## src/rtl/uart_rx_pkg.sv

```systemverilog
// rtl/uart_rx_pkg.sv - shared types, prescale constants and check-edge helper for the UART RX controller
package uart_rx_pkg;

  typedef enum logic [2:0] {
    IDLE   = 3'd0,
    START  = 3'd1,
    DATA   = 3'd2,
    PARITY = 3'd3,
    STOP   = 3'd4,
    DONE   = 3'd5
  } rx_state_e;

  localparam int PRESCALE_8  = 8;
  localparam int PRESCALE_16 = 16;
  localparam int PRESCALE_32 = 32;

  // Unsupported oversampling ratios fall back to the slowest legal one.
  function automatic int legal_prescale(input int p);
    if (p == PRESCALE_16 || p == PRESCALE_32) return p;
    return PRESCALE_8;
  endfunction

  // Sampler votes on edges P/2-1..P/2+1 and registers the result, so the
  // voted bit is usable two edges after mid-bit.
  function automatic int check_edge(input int p);
    return p / 2 + 2;
  endfunction

endpackage

```

## src/rtl/uart_rx_if.sv

```systemverilog
// rtl/uart_rx_if.sv - controller <-> datapath signal bundle for the UART receiver
interface uart_rx_if #(
  parameter int PRESCALE_W = 6,
  parameter int BIT_CNT_W  = 4
);
  logic                  RX_IN;
  logic [PRESCALE_W-1:0] Prescale;
  logic                  PAR_EN;
  logic                  sampled_bit;
  logic                  strt_glitch;
  logic                  par_err;
  logic                  stp_err;

  logic                  data_samp_en;
  logic [PRESCALE_W-1:0] edge_cnt;
  logic [BIT_CNT_W-1:0]  bit_cnt;
  logic                  deser_en;
  logic                  strt_chk_en;
  logic                  par_chk_en;
  logic                  stp_chk_en;
  logic                  data_valid;
  logic                  Parity_Error;
  logic                  Stop_Error;

  // Controller side.
  modport slave (
    input  RX_IN, Prescale, PAR_EN, sampled_bit, strt_glitch, par_err, stp_err,
    output data_samp_en, edge_cnt, bit_cnt, deser_en, strt_chk_en, par_chk_en,
           stp_chk_en, data_valid, Parity_Error, Stop_Error
  );

  // Line / datapath side.
  modport master (
    output RX_IN, Prescale, PAR_EN, sampled_bit, strt_glitch, par_err, stp_err,
    input  data_samp_en, edge_cnt, bit_cnt, deser_en, strt_chk_en, par_chk_en,
           stp_chk_en, data_valid, Parity_Error, Stop_Error
  );
endinterface

```

## src/rtl/uart_rx_edge_bit_cnt.sv

```systemverilog
// rtl/uart_rx_edge_bit_cnt.sv - oversampling edge counter and frame bit counter
module uart_rx_edge_bit_cnt #(
  parameter int PRESCALE_W = 6,
  parameter int BIT_CNT_W  = 4
) (
  input  logic                  clk,
  input  logic                  rst_n,
  input  logic                  enable,
  input  logic                  clear,
  input  logic                  load_one,
  input  logic [PRESCALE_W-1:0] prescale,
  output logic [PRESCALE_W-1:0] edge_cnt,
  output logic [BIT_CNT_W-1:0]  bit_cnt,
  output logic                  wrap
);

  assign wrap = enable && (edge_cnt == prescale - PRESCALE_W'(1));

  // Count edges within a bit; each wrap advances the bit index.
  always_ff @(posedge clk or negedge rst_n) begin
    if (!rst_n) begin
      edge_cnt <= '0;
      bit_cnt  <= '0;
    end else if (clear) begin
      edge_cnt <= '0;
      bit_cnt  <= '0;
    end else if (load_one) begin
      // back-to-back frame: the DONE clock already was edge 0 of the new start bit
      edge_cnt <= PRESCALE_W'(1);
      bit_cnt  <= '0;
    end else if (enable) begin
      if (wrap) begin
        edge_cnt <= '0;
        bit_cnt  <= bit_cnt + BIT_CNT_W'(1);
      end else begin
        edge_cnt <= edge_cnt + PRESCALE_W'(1);
      end
    end
  end

endmodule

```

## src/rtl/uart_rx_ctrl.sv

```systemverilog
// rtl/uart_rx_ctrl.sv - UART receiver frame sequencer: start detect, per-bit enables, frame result
module uart_rx_ctrl
  import uart_rx_pkg::*;
#(
  parameter int DATA_WIDTH = 8,
  parameter int PRESCALE_W = 6,
  parameter int BIT_CNT_W  = 4
) (
  input  logic     CLK,
  input  logic     RST,
  uart_rx_if.slave bus
);

  rx_state_e             state, next_state;
  logic [PRESCALE_W-1:0] p_q;
  logic [PRESCALE_W-1:0] ce;
  logic [PRESCALE_W-1:0] edge_cnt;
  logic [BIT_CNT_W-1:0]  bit_cnt;
  logic                  wrap, at_ce;
  logic                  cnt_enable, cnt_clear, cnt_load_one;
  logic                  perr_q, serr_q;
  logic                  unused_sampled_bit;

  // sampled_bit feeds the deserializer directly; the sequencer never needs it.
  assign unused_sampled_bit = bus.sampled_bit;

  assign ce         = PRESCALE_W'(check_edge(int'(p_q)));
  assign at_ce      = (edge_cnt == ce);
  assign cnt_enable = (state != IDLE);

  uart_rx_edge_bit_cnt #(
    .PRESCALE_W(PRESCALE_W),
    .BIT_CNT_W (BIT_CNT_W)
  ) u_cnt (
    .clk     (CLK),
    .rst_n   (RST),
    .enable  (cnt_enable),
    .clear   (cnt_clear),
    .load_one(cnt_load_one),
    .prescale(p_q),
    .edge_cnt(edge_cnt),
    .bit_cnt (bit_cnt),
    .wrap    (wrap)
  );

  // Next-state logic and counter controls.
  always_comb begin
    next_state   = state;
    cnt_clear    = 1'b0;
    cnt_load_one = 1'b0;
    case (state)
      IDLE:    if (!bus.RX_IN) next_state = START;
      START: begin
        if (at_ce && bus.strt_glitch) next_state = IDLE;
        else if (wrap)                next_state = DATA;
      end
      DATA:    if (wrap && bit_cnt == BIT_CNT_W'(DATA_WIDTH))
                 next_state = bus.PAR_EN ? PARITY : STOP;
      PARITY:  if (wrap) next_state = STOP;
      STOP:    if (wrap) next_state = DONE;
      DONE:    next_state = bus.RX_IN ? IDLE : START;
      default: next_state = IDLE;
    endcase
    cnt_clear    = (next_state == IDLE);
    cnt_load_one = (state == DONE) && (next_state == START);
  end

  // State, per-frame prescale and checker result latches.
  always_ff @(posedge CLK or negedge RST) begin
    if (!RST) begin
      state  <= IDLE;
      p_q    <= PRESCALE_W'(PRESCALE_8);
      perr_q <= 1'b0;
      serr_q <= 1'b0;
    end else begin
      state <= next_state;
      if (next_state == START && state != START)
        p_q <= PRESCALE_W'(legal_prescale(int'(bus.Prescale)));
      if (state == DONE) begin
        perr_q <= 1'b0;
        serr_q <= 1'b0;
      end else begin
        if (state == PARITY && at_ce) perr_q <= bus.par_err;
        if (state == STOP && at_ce)   serr_q <= bus.stp_err;
      end
    end
  end

  // All outputs decode registered state only, so checker inputs never reach them combinationally.
  assign bus.data_samp_en = (state != IDLE);
  assign bus.edge_cnt     = edge_cnt;
  assign bus.bit_cnt      = bit_cnt;
  assign bus.strt_chk_en  = (state == START)  && at_ce;
  assign bus.deser_en     = (state == DATA)   && at_ce;
  assign bus.par_chk_en   = (state == PARITY) && at_ce;
  assign bus.stp_chk_en   = (state == STOP)   && at_ce;
  assign bus.data_valid   = (state == DONE) && !perr_q && !serr_q;
  assign bus.Parity_Error = (state == DONE) && perr_q;
  assign bus.Stop_Error   = (state == DONE) && serr_q;

endmodule

```

## src/flat_wrapper.sv

```systemverilog
// flat-port wrapper written by rule: the top's interface ports become plain ports
module uart_rx_ctrl_flat import uart_rx_pkg::*;
#(
  parameter int DATA_WIDTH = 8,
  parameter int PRESCALE_W = 6,
  parameter int BIT_CNT_W  = 4
)
  (CLK, RST, bus_RX_IN, bus_Prescale, bus_PAR_EN, bus_sampled_bit, bus_strt_glitch, bus_par_err, bus_stp_err, bus_data_samp_en, bus_edge_cnt, bus_bit_cnt, bus_deser_en, bus_strt_chk_en, bus_par_chk_en, bus_stp_chk_en, bus_data_valid, bus_Parity_Error, bus_Stop_Error);
  uart_rx_if #(.PRESCALE_W(PRESCALE_W), .BIT_CNT_W(BIT_CNT_W)) bus_i ();
  input  logic CLK;
  input  logic RST;
  input wire logic [$bits(bus_i.RX_IN)-1:0] bus_RX_IN;
  input wire logic [$bits(bus_i.Prescale)-1:0] bus_Prescale;
  input wire logic [$bits(bus_i.PAR_EN)-1:0] bus_PAR_EN;
  input wire logic [$bits(bus_i.sampled_bit)-1:0] bus_sampled_bit;
  input wire logic [$bits(bus_i.strt_glitch)-1:0] bus_strt_glitch;
  input wire logic [$bits(bus_i.par_err)-1:0] bus_par_err;
  input wire logic [$bits(bus_i.stp_err)-1:0] bus_stp_err;
  output wire logic [$bits(bus_i.data_samp_en)-1:0] bus_data_samp_en;
  output wire logic [$bits(bus_i.edge_cnt)-1:0] bus_edge_cnt;
  output wire logic [$bits(bus_i.bit_cnt)-1:0] bus_bit_cnt;
  output wire logic [$bits(bus_i.deser_en)-1:0] bus_deser_en;
  output wire logic [$bits(bus_i.strt_chk_en)-1:0] bus_strt_chk_en;
  output wire logic [$bits(bus_i.par_chk_en)-1:0] bus_par_chk_en;
  output wire logic [$bits(bus_i.stp_chk_en)-1:0] bus_stp_chk_en;
  output wire logic [$bits(bus_i.data_valid)-1:0] bus_data_valid;
  output wire logic [$bits(bus_i.Parity_Error)-1:0] bus_Parity_Error;
  output wire logic [$bits(bus_i.Stop_Error)-1:0] bus_Stop_Error;
  assign bus_i.RX_IN = bus_RX_IN;
  assign bus_i.Prescale = bus_Prescale;
  assign bus_i.PAR_EN = bus_PAR_EN;
  assign bus_i.sampled_bit = bus_sampled_bit;
  assign bus_i.strt_glitch = bus_strt_glitch;
  assign bus_i.par_err = bus_par_err;
  assign bus_i.stp_err = bus_stp_err;
  assign bus_data_samp_en = bus_i.data_samp_en;
  assign bus_edge_cnt = bus_i.edge_cnt;
  assign bus_bit_cnt = bus_i.bit_cnt;
  assign bus_deser_en = bus_i.deser_en;
  assign bus_strt_chk_en = bus_i.strt_chk_en;
  assign bus_par_chk_en = bus_i.par_chk_en;
  assign bus_stp_chk_en = bus_i.stp_chk_en;
  assign bus_data_valid = bus_i.data_valid;
  assign bus_Parity_Error = bus_i.Parity_Error;
  assign bus_Stop_Error = bus_i.Stop_Error;
  uart_rx_ctrl #(.DATA_WIDTH(DATA_WIDTH), .PRESCALE_W(PRESCALE_W), .BIT_CNT_W(BIT_CNT_W)) u_core (.CLK(CLK), .RST(RST), .bus(bus_i));
endmodule
```

## config.mk

```make
export PLATFORM = sky130hd
export DESIGN_NAME = uart_rx_ctrl_flat
export DESIGN_NICKNAME = d
export VERILOG_FILES = /design/src/rtl/uart_rx_pkg.sv /design/src/rtl/uart_rx_if.sv /design/src/rtl/uart_rx_edge_bit_cnt.sv /design/src/rtl/uart_rx_ctrl.sv /design/src/flat_wrapper.sv
export SDC_FILE = /design/constraint.sdc
export NUM_CORES = 1
export LEC_CHECK = 0
export CORE_MARGIN = 3
export CORE_UTILIZATION = 54
export CTS_BUF_LIST = sky130_fd_sc_hd__clkbuf_8 sky130_fd_sc_hd__clkbuf_16
export DETAILED_ROUTE_END_ITERATION = 10
export PLACE_DENSITY = 0.91
export SYNTH_ARGS = -nofsm -noshare
export SYNTH_HDL_FRONTEND = slang
export SYNTH_SLANG_ARGS = --single-unit
export TNS_END_PERCENT = 5
```

## constraint.sdc

```tcl
create_clock -name CLK -period 7.8 [get_ports CLK]
set_input_delay 1.17 -clock CLK [delete_from_list [all_inputs] [get_ports CLK]]
set_output_delay 1.17 -clock CLK [all_outputs]
set_load 0.02 [all_outputs]
```

==> results.toml <==
[yosys]
ys_seq_area_share_pct = 36.6
synth.top_cell.area_share_pct = 34.8
ys_ff_latch = 21
synth_area_leaders = "dfrtp_1, xor2_1, ha_1"
synth.cell_area_sq_um = 1440
synth-edff-count = 0
syn_avg_cell_area_sq_um = 9.47
synth-main-ff-cell = "dfrtp_1"
synth.most_common_cell = "dfrtp_1"
syn-instance-count = 152
syn-num-nets = 173
synth_top_area_cell = "dfrtp_1"
ys_warn_count = 0
synthArstFlopShare_pct = 100
synth_commonest_cells = "dfrtp_1, nor2_1, inv_1, xor2_1, xnor2_1"
synth.distinct_cells = 43

[sta]
worst_slew_pin_slew_ns = 0.946
setup_viol = 0
fin_crit_sh_pct = 52.9
min_period_ns = 4.13
drv_slew = 0
fin_worst_skew_ns = 0.00548
tns_ns = 0
hold_viol = 0
slew_headroom_pct = 36.8
rsz0062_at_grt = "no"
max_clock_freq_mhz = 242

[critical_path]
rr_endpoint = "u_core.u_cnt.edge_cnt[0]$_DFFE_PN0P_"
crit_path_max_incr_delay_ns = 0.64
crit_slowest_cell = "clkdlybuf4s50_1"
cp.required_ns = 6.63
ff2ff_setup_slack_ns = 4.82
ff2ff_path_depth = 9
arrival_ns = 2.96
r2r-start = "u_core.p_q[3]$_DFFE_PN1P_"
endpoint_kind = "output port"
crit_type = "reg2out"
crit_fanout = 7
path_cells = "inv_1 > ha_1 > xor2_1 > nor4_1 > and3_1 > nor2b_1 > clkdlybuf4s50_1"
startpoint_type = "register"

[floorplan]
die_area_sq_um = 3320
io_pins = 32
core_area_sq_um = 2500
initial_core_util_pct = 57.6
die_w_um = 57.6
rows = 18
fp.dieH_um = 57.6

[global_route]
grtUsageTotal_pct = 23.7
antenna_found_initial = 0
grt_max_degree = 22
grt_pass1_vias = 1298
grt.overflow.total = 0
grt_pass1_wl_mm = 6.13

[hold_path]
holdPathEnd = "u_core.p_q[1]$_DFFE_PN0P_"
hold_path_depth = 2
min_path_type = "reg2reg"
hold_start = "u_core.p_q[1]$_DFFE_PN0P_"

[cts]
cts_sinks = 21
ctsHoldBuffers = 0
clk_latency_ns = 0.26
cts_setup_buffers = 0
cts-root-buf = "clkbuf_8"
cts.clk_slew.worst_paths_ns = 0.08
cts_buffer_depth = 2
cts_buffers = 3
cts_tree = "yes"
cts_resized = 0
htree_levels = 1

[power_and_ir_drop]
vdd.ir_drop.worst_mv = 0.204
leakagePower_nw = 0.782
powerDensity_nw_per_um2 = 283

[drt]
drt_iter0_drc = 64
first_pass_iters = 4
routed-via-count = 1260
wirelength_mm = 3.44
viasPerCell = 5.92
drtAntennaViolNets = 0
routedWlPerCell_um = 16.1
drcViolationCount = 0

[placed_design]
dpl.hpwl_mm = 2.61
port_buffers = 30
gp_congestion = 0.827

[status]
outcome = "complete, no violations"

[finish]
num-fill-cells = 178
diodes = 0
area_delta_synth_final_pct = 25.3
finalNetCount = 205
fin_util_pct = 72.1
final_layout_size_suffix_gt1_share_pct = 6.56

[flow_run]
drv_cap = 0
[report_power, final]
| group | internal, W | switching [W] |
|---|---|---|
| Combinational | 0.000123 | 0.000135 |
| Clock | 0.0000356 | 0.0000371 |
| Sequential | 0.000134 | 0.0000449 |
| Total | 0.000292 | 0.000217 |
[logic make-up (layout without fill, tap and decap cells)]
kind of cell	count (synthesis)	count (layout)	synth area share [%]
buffers and inverters	14	45	4.26
AO/OA/AOI/OAI	21	21	12.2
flip-flops	21	21	36.6
XOR/XNOR	22	22	14.4
AND/OR/NAND/NOR	64	64	24.3
adder cells (fa/ha/maj)	7	7	6.09
multiplexers	3	3	2.09
[registers in the layout, indices dropped and copies added, names as in the netlist]
name and count:
u_core.serr_q 1, u_core.state 3, u_core.perr_q 1, u_core.p_q 6, u_core.u_cnt.bit_cnt 4, u_core.u_cnt.edge_cnt 6
[stage by stage]
stage | cells | hold WS (ns) | worst slack [ns] | area [sq um] | power [W]
6_report | 213 | 0.568 | 3.67 | 1800 | 0.000510
3_5_place_dp | 209 | 0.550 | 4.02 | 1760 | 0.000436
5_1_grt | 213 | 0.601 | 3.56 | 1800 | 0.000545
2_1_floorplan | 152 | 0.502 | 4.64 | 1440 | 0.000353
3_3_place_gp | 209 | 0.526 | 4.09 | 1760 | 0.000419
4_1_cts | 213 | 0.569 | 3.71 | 1800 | 0.000509
[metal layers]
metal	GRT usage, %	up-vias	share of wire [%]
met4	6.95	0	0.96
met2	38.9	38	52
met5	0	-	0
met3	4.23	4	4.9
met1	32.1	629	42
li1	-	589	-
[layout by cell type, fill, tap and decap left out, types with 2 or more instances in the layout]
cell type and n:
dfrtp_1 20, mux2i_1 3, a21oi_1 6, nor4_1 2
and3_1 6, inv_1 11, nand2b_1 3, xnor2_1 10
o21ai_0 3, nor3_1 6, and3b_1 2, nor2_1 14
nand3_1 5, clkdlybuf4s50_1 30, nand4_1 5, xor2_1 11
o21ai_1 2, nor2b_1 4, nand2_1 8, clkbuf_8 3
ha_1 7
[worst max path at each step]
stage                     depth (start not counted)                 startpoint  slack (ns)              to
after floorplan                                   6  u_core.p_q[3]$_DFFE_PN1P_        4.64  bus_stp_chk_en
after global placement                            7  u_core.p_q[3]$_DFFE_PN1P_        4.09  bus_stp_chk_en
after detailed placement                          7  u_core.p_q[3]$_DFFE_PN1P_        4.02  bus_stp_chk_en
after CTS                                         7  u_core.p_q[3]$_DFFE_PN1P_        3.71  bus_stp_chk_en
after global routing                              7  u_core.p_q[3]$_DFFE_PN1P_        3.56  bus_stp_chk_en
final                                             7  u_core.p_q[3]$_DFFE_PN1P_        3.67  bus_stp_chk_en
[final cells by class]
class	count	area, sq um	area share, %
Multi-Input combinational cell	117	851	47.2
Clock inverter	1	5.00	0.278
Tap cell	30	37.5	2.08
Clock buffer	3	41.3	2.29
Sequential cell	21	527	29.2
Inverter	11	41.3	2.29
Timing Repair Buffer	30	300	16.7
[critical path: cells and delay by family, from the launching register on]
| family | cells | cell delay, ns |
|---|---|---|
| buffers and inverters | 2 | 0.72 |
| and+or+nand+nor | 3 | 0.88 |
| xor gates and xnor gates | 1 | 0.18 |
| DFF | 1 | 0.61 |
| adders and majority gates | 1 | 0.30 |
No activity file was read; power rests on OpenSTA's default activity.
==> RTL change 1, RTL diff (same flow settings) <==
`PRESCALE_W` is set to 6 in 4 places; all go to 4.
--- a/src/rtl/uart_rx_if.sv
+++ b/src/rtl/uart_rx_if.sv
@@ -1,5 +1,5 @@
 // rtl/uart_rx_if.sv - controller <-> datapath signal bundle for the UART receiver
 interface uart_rx_if #(
-  parameter int PRESCALE_W = 6,
+  parameter int PRESCALE_W = 4,
   parameter int BIT_CNT_W  = 4
 );
--- a/src/rtl/uart_rx_edge_bit_cnt.sv
+++ b/src/rtl/uart_rx_edge_bit_cnt.sv
@@ -1,5 +1,5 @@
 // rtl/uart_rx_edge_bit_cnt.sv - oversampling edge counter and frame bit counter
 module uart_rx_edge_bit_cnt #(
-  parameter int PRESCALE_W = 6,
+  parameter int PRESCALE_W = 4,
   parameter int BIT_CNT_W  = 4
 ) (
--- a/src/rtl/uart_rx_ctrl.sv
+++ b/src/rtl/uart_rx_ctrl.sv
@@ -4,5 +4,5 @@
 #(
   parameter int DATA_WIDTH = 8,
-  parameter int PRESCALE_W = 6,
+  parameter int PRESCALE_W = 4,
   parameter int BIT_CNT_W  = 4
 ) (
--- a/src/flat_wrapper.sv
+++ b/src/flat_wrapper.sv
@@ -3,5 +3,5 @@
 #(
   parameter int DATA_WIDTH = 8,
-  parameter int PRESCALE_W = 6,
+  parameter int PRESCALE_W = 4,
   parameter int BIT_CNT_W  = 4
 )
Ports: changed (resized bus_Prescale and bus_edge_cnt); port bits go from 32 to 28. The function was not compared with the original's and may differ.
==> RTL change 1 against the unedited design <==
- routed wire length decreased by 44%
- final area decreased by 36%
- sequential cell count decreased by 8
- clock power decreased by 19%
- register-to-register slack improved by 1.3 ns
- synthesized area decreased by 38%
- sequential share of layout area decreased by 0.92 points
- setup slack improved by 0.84 ns
- first-iteration DRC count decreased by 72%
- count of clock-buffer cells in the layout unchanged
- power decreased by 28%
- critical path type unchanged
==> RTL change 1: results (changes against the unedited design) <==
| Metric | Value |
|---|---|
| Synthesis Warnings | 0 (unchanged) |
| Post-CTS Setup Bufs | 0 (unchanged) |
| Post-Syn Nets | 118 (-32%) |
| Status | complete, no violations |
| Synth cell count leaders | dfrtp_1, nor2_1, nor3_1 |
| Clock skew | 0.00184 ns (-0.00364 ns) |
| Distinct cell type count after synthesis | 37 (-14%) |
| Post-DP HPWL | 1390 um (-47%) |
| Synth area leaders | dfrtp_1, ha_1, nor3_1 |
| Slowest cell on the critical path | clkdlybuf4s50_1 |
| Clk Tree Root Cell | clkbuf_8 |
| Clk Latency, worst-skew pair | 0.24 ns (-0.02 ns) |
| Worst hold path class | register to register |
| CP Max Fanout | 6 (-1) |
| Number of global-route vias before repair | 726 (-44%) |
| Final nets | 140 (-32%) |
| IR drop worst, VDD | 275 uV (+35%) |
| DR vias/cell | 5.73 (-3.1%) |
| Wire per inst | 13.8 um (-15%) |
| DRC marker count from the first detailed-route iteration | 18 (-72%) |
| Gpl congestion | 0.782 (-5.4%) |
| Share of cells above drive strength 1 | 8.94% (+2.4 points) |
| Crit-path max cell delay | 0.63 ns |
| PostCTS Resize Cnt | 0 (unchanged) |
| Initial DRT Pass Iterations | 4 (unchanged) |
| Delay-heaviest family, CP | buffers and inverters |
| Fill cell count | 121 (-32%) |
| Biggest regs | u_core.u_cnt.bit_cnt (4), u_core.u_cnt.edge_cnt (4), u_core.state (3) |
| ANT cells | 0 (unchanged) |
| Worst Max-Slew Pin Slew | 0.611 ns (-0.334 ns) |
| Dpl ws | 4.77 ns (+0.754 ns) |
| Sequential fraction of the synthesis area | 36.6% (-0.040 points) |
| Global-route wire length before repair | 3260 um (-47%) |
| Commonest register cell after synthesis | dfrtp_1 |
| Leak | 0.487 nW (-38%) |
| # port buffers | 22 (-27%) |
| CTS clk-pin slew, worst paths | 0.06 ns (-0.02 ns) |
| Pin count of the biggest net entering global routing | 21 (-4.5%) |
| CP Data Arrival Time | 2.12 ns (-0.84 ns) |
| Total GRT Usage | 21.0% (-2.7 points) |
## RTL change 1: stage by stage
step	hold slack, ns	cell area, sq um	instances	utilization (%)
final	0.536	1150	139	75.5
after global routing	0.595	1150	139	75.5
after CTS	0.541	1150	139	75.5
after detailed placement	0.528	1100	135	72.5
after global placement	0.519	1100	135	72.5
after floorplan	0.493	890	102	-
## RTL change 1: cells by family (layout without fill, tap and decap cells)
family          after synthesis  count (layout)  share of synthesized area (%)
simple gates                 46              46                           28.3
xor+xnor                      4               4                           3.94
compound gates               23              23                           19.8
buf+inv                      12              33                           5.77
fa+ha+maj                     4               4                           5.63
flops                        13              13                           36.6
## RTL change 1: worst paths after layout
path / start / end / slack, ns / depth (start not counted)
min: u_core.serr_q / u_core.serr_q / 0.54 / 2
max in group asynchronous: RST / u_core.u_cnt.bit_cnt[3] / 6.09 / 1
max: u_core.u_cnt.edge_cnt[0] / bus_strt_chk_en / 4.51 / 6
min reg2reg: u_core.serr_q / u_core.serr_q / 0.54 / 2
max reg2reg: u_core.state[0] / u_core.u_cnt.edge_cnt[3] / 6.16 / 5
min in group asynchronous: RST / u_core.serr_q / 1.32 / 1
## RTL change 1: worst min-delay path, cell delays in order (launching register included)
cell and delay [ns]:
dfrtp_1 0.38, nand2_1 0.06, o21ai_1 0.06
## RTL change 1: power breakdown
| group | switching [mW] | leakage (nW) | internal, mW |
|---|---|---|---|
| clock network | 0.0243 | 0.0269 | 0.0347 |
| logic | 0.0911 | 0.296 | 0.0851 |
| registers | 0.0457 | 0.164 | 0.0878 |
## RTL change 1: per-layer routing
metal	track usage, %	share of wire, %	routed length [um]
met5	0	0	0
met4	6.82	0.63	12
met3	3.91	6.3	121
met2	34.9	49	929
met1	27.0	44	851
## RTL change 1: layout make-up
type | count | area, sq um | area share (%)
Timing Repair Buffer | 22 | 220 | 19.2
Inverter | 7 | 26.3 | 2.29
Multi-Input combinational cell | 77 | 513 | 44.6
Clock buffer | 3 | 41.3 | 3.59
Clock inverter | 1 | 3.75 | 0.326
Tap cell | 16 | 20.0 | 1.74
Sequential cell | 13 | 325 | 28.3
==> RTL change 2, RTL diff (same settings) <==
Without the edit above. Register the output `bus.Stop_Error`, without a reset; this adds one clock of latency there.
--- a/src/rtl/uart_rx_ctrl.sv
+++ b/src/rtl/uart_rx_ctrl.sv
@@ -97,5 +97,7 @@
   assign bus.data_valid   = (state == DONE) && !perr_q && !serr_q;
   assign bus.Parity_Error = (state == DONE) && perr_q;
-  assign bus.Stop_Error   = (state == DONE) && serr_q;
+  always_ff @(posedge CLK) begin
+    bus.Stop_Error <= (state == DONE) && serr_q;
+  end
 
 endmodule
Behaviour: same outputs for any inputs over 10 cycles, from zero or initial values and one cycle with RST low; that may be too few to reach the edited logic, so the function may still have changed.
==> RTL change 2 against the unedited design <==
- global-route usage increased by 1.3 points
- setup slack worse by 0.072 ns
- clock skew about the same
- register-to-register slack gained 0.58 ns
- count of clock-buffer cells in the layout stayed put
- power is 10% higher
- first-iteration DRC count rose by 39%
- highest routed layer unchanged
- final area up 11%
- routed wire length is 20% higher
- hold slack worse by 0.0038 ns
- synthesized area grew 12%
- core utilization decreased by 1.1 points
- sequential cell count increased by 1
==> RTL change 2: results (changes against the unedited design) <==
| Metric | Value |
|---|---|
| Finished Layout Cells | 238 (+12%) |
| Delay-heaviest family, CP | buffers and inverters |
| Sequential fraction of the synthesis area | 33.8% (-2.8 points) |
| R2r endpoint | u_core.u_cnt.edge_cnt[1] |
| CP Max Fanout | 6 (-1) |
| DRT Wirelength | 4130 um (+20%) |
| Placed Area | 0.00192 sq mm (+9.4%) |
| Synth cell count leaders | dfrtp_1, nor2_1, nand2_1, xnor2_1, inv_1 |
| # placed instances | 234 (+12%) |
| Clock skew | 0.00528 ns (-0.000197 ns) |
| CP Data Arrival Time | 3.03 ns (+0.07 ns) |
| Synth Area in Adders | 5.42% (-0.67 points) |
| WHS | 0.564 ns (-0.00375 ns) |
| Hold path endpoint | u_core.serr_q |
| Post-synthesis mux area share | 0.619% (-1.5 points) |
| Status | complete, no violations |
| XOR/XNOR Fraction of Synth Area | 10.8% (-3.7 points) |
| Global-route wire length before repair | 6910 um (+13%) |
| Dpl ws | 3.93 ns (-0.0875 ns) |
| Total GRT Usage | 24.9% (+1.3 points) |
| Synth area leaders | dfrtp_1, xnor2_1, ha_1 |
| Gpl congestion | 0.849 (+2.7%) |
| Distinct cell type count after synthesis | 55 (+28%) |
| Mean Syn Cell Area | 8.93 sq um (-5.7%) |
| Final nets | 229 (+12%) |
| DRC marker count from the first detailed-route iteration | 89 (+39%) |
| Share of synthesized registers carrying an async set or reset | 95.5% (-4.5 points) |
| Post-DP HPWL | 3000 um (+15%) |
| Post-Syn Nets | 202 (+17%) |
| Worst Setup EP | bus_deser_en |
| DR vias/cell | 6.43 (+8.7%) |
| Leak | 0.793 nW (+1.5%) |
==> RTL change 2: per-layer routing <==
metal | vias up | wire (um) | GRT usage, %
met3 | 17 | 308 | 5.32
met1 | 740 | 1620 | 32.1
met2 | 80 | 2060 | 39.8
met4 | 0 | 142 | 11.8
li1 | 694 | - | -
met5 | - | 0 | 0
==> RTL change 2: layout make-up <==
cell class | count | area, sq um
repair buffers | 30 | 300
fillers | 200 | 812
multi-input cells | 140 | 995
clock buffers | 3 | 41.3
clock inverters | 1 | 30.0
flip-flops and latches | 22 | 547
well taps | 31 | 38.8
inverters | 11 | 41.3
==> RTL change 2: power breakdown <==
part	leakage (nW)	internal [mW]	switching, mW
sequential	0.281	0.137	0.0517
combinational	0.477	0.117	0.149
clock	0.0357	0.0686	0.0401
total	0.793	0.322	0.240
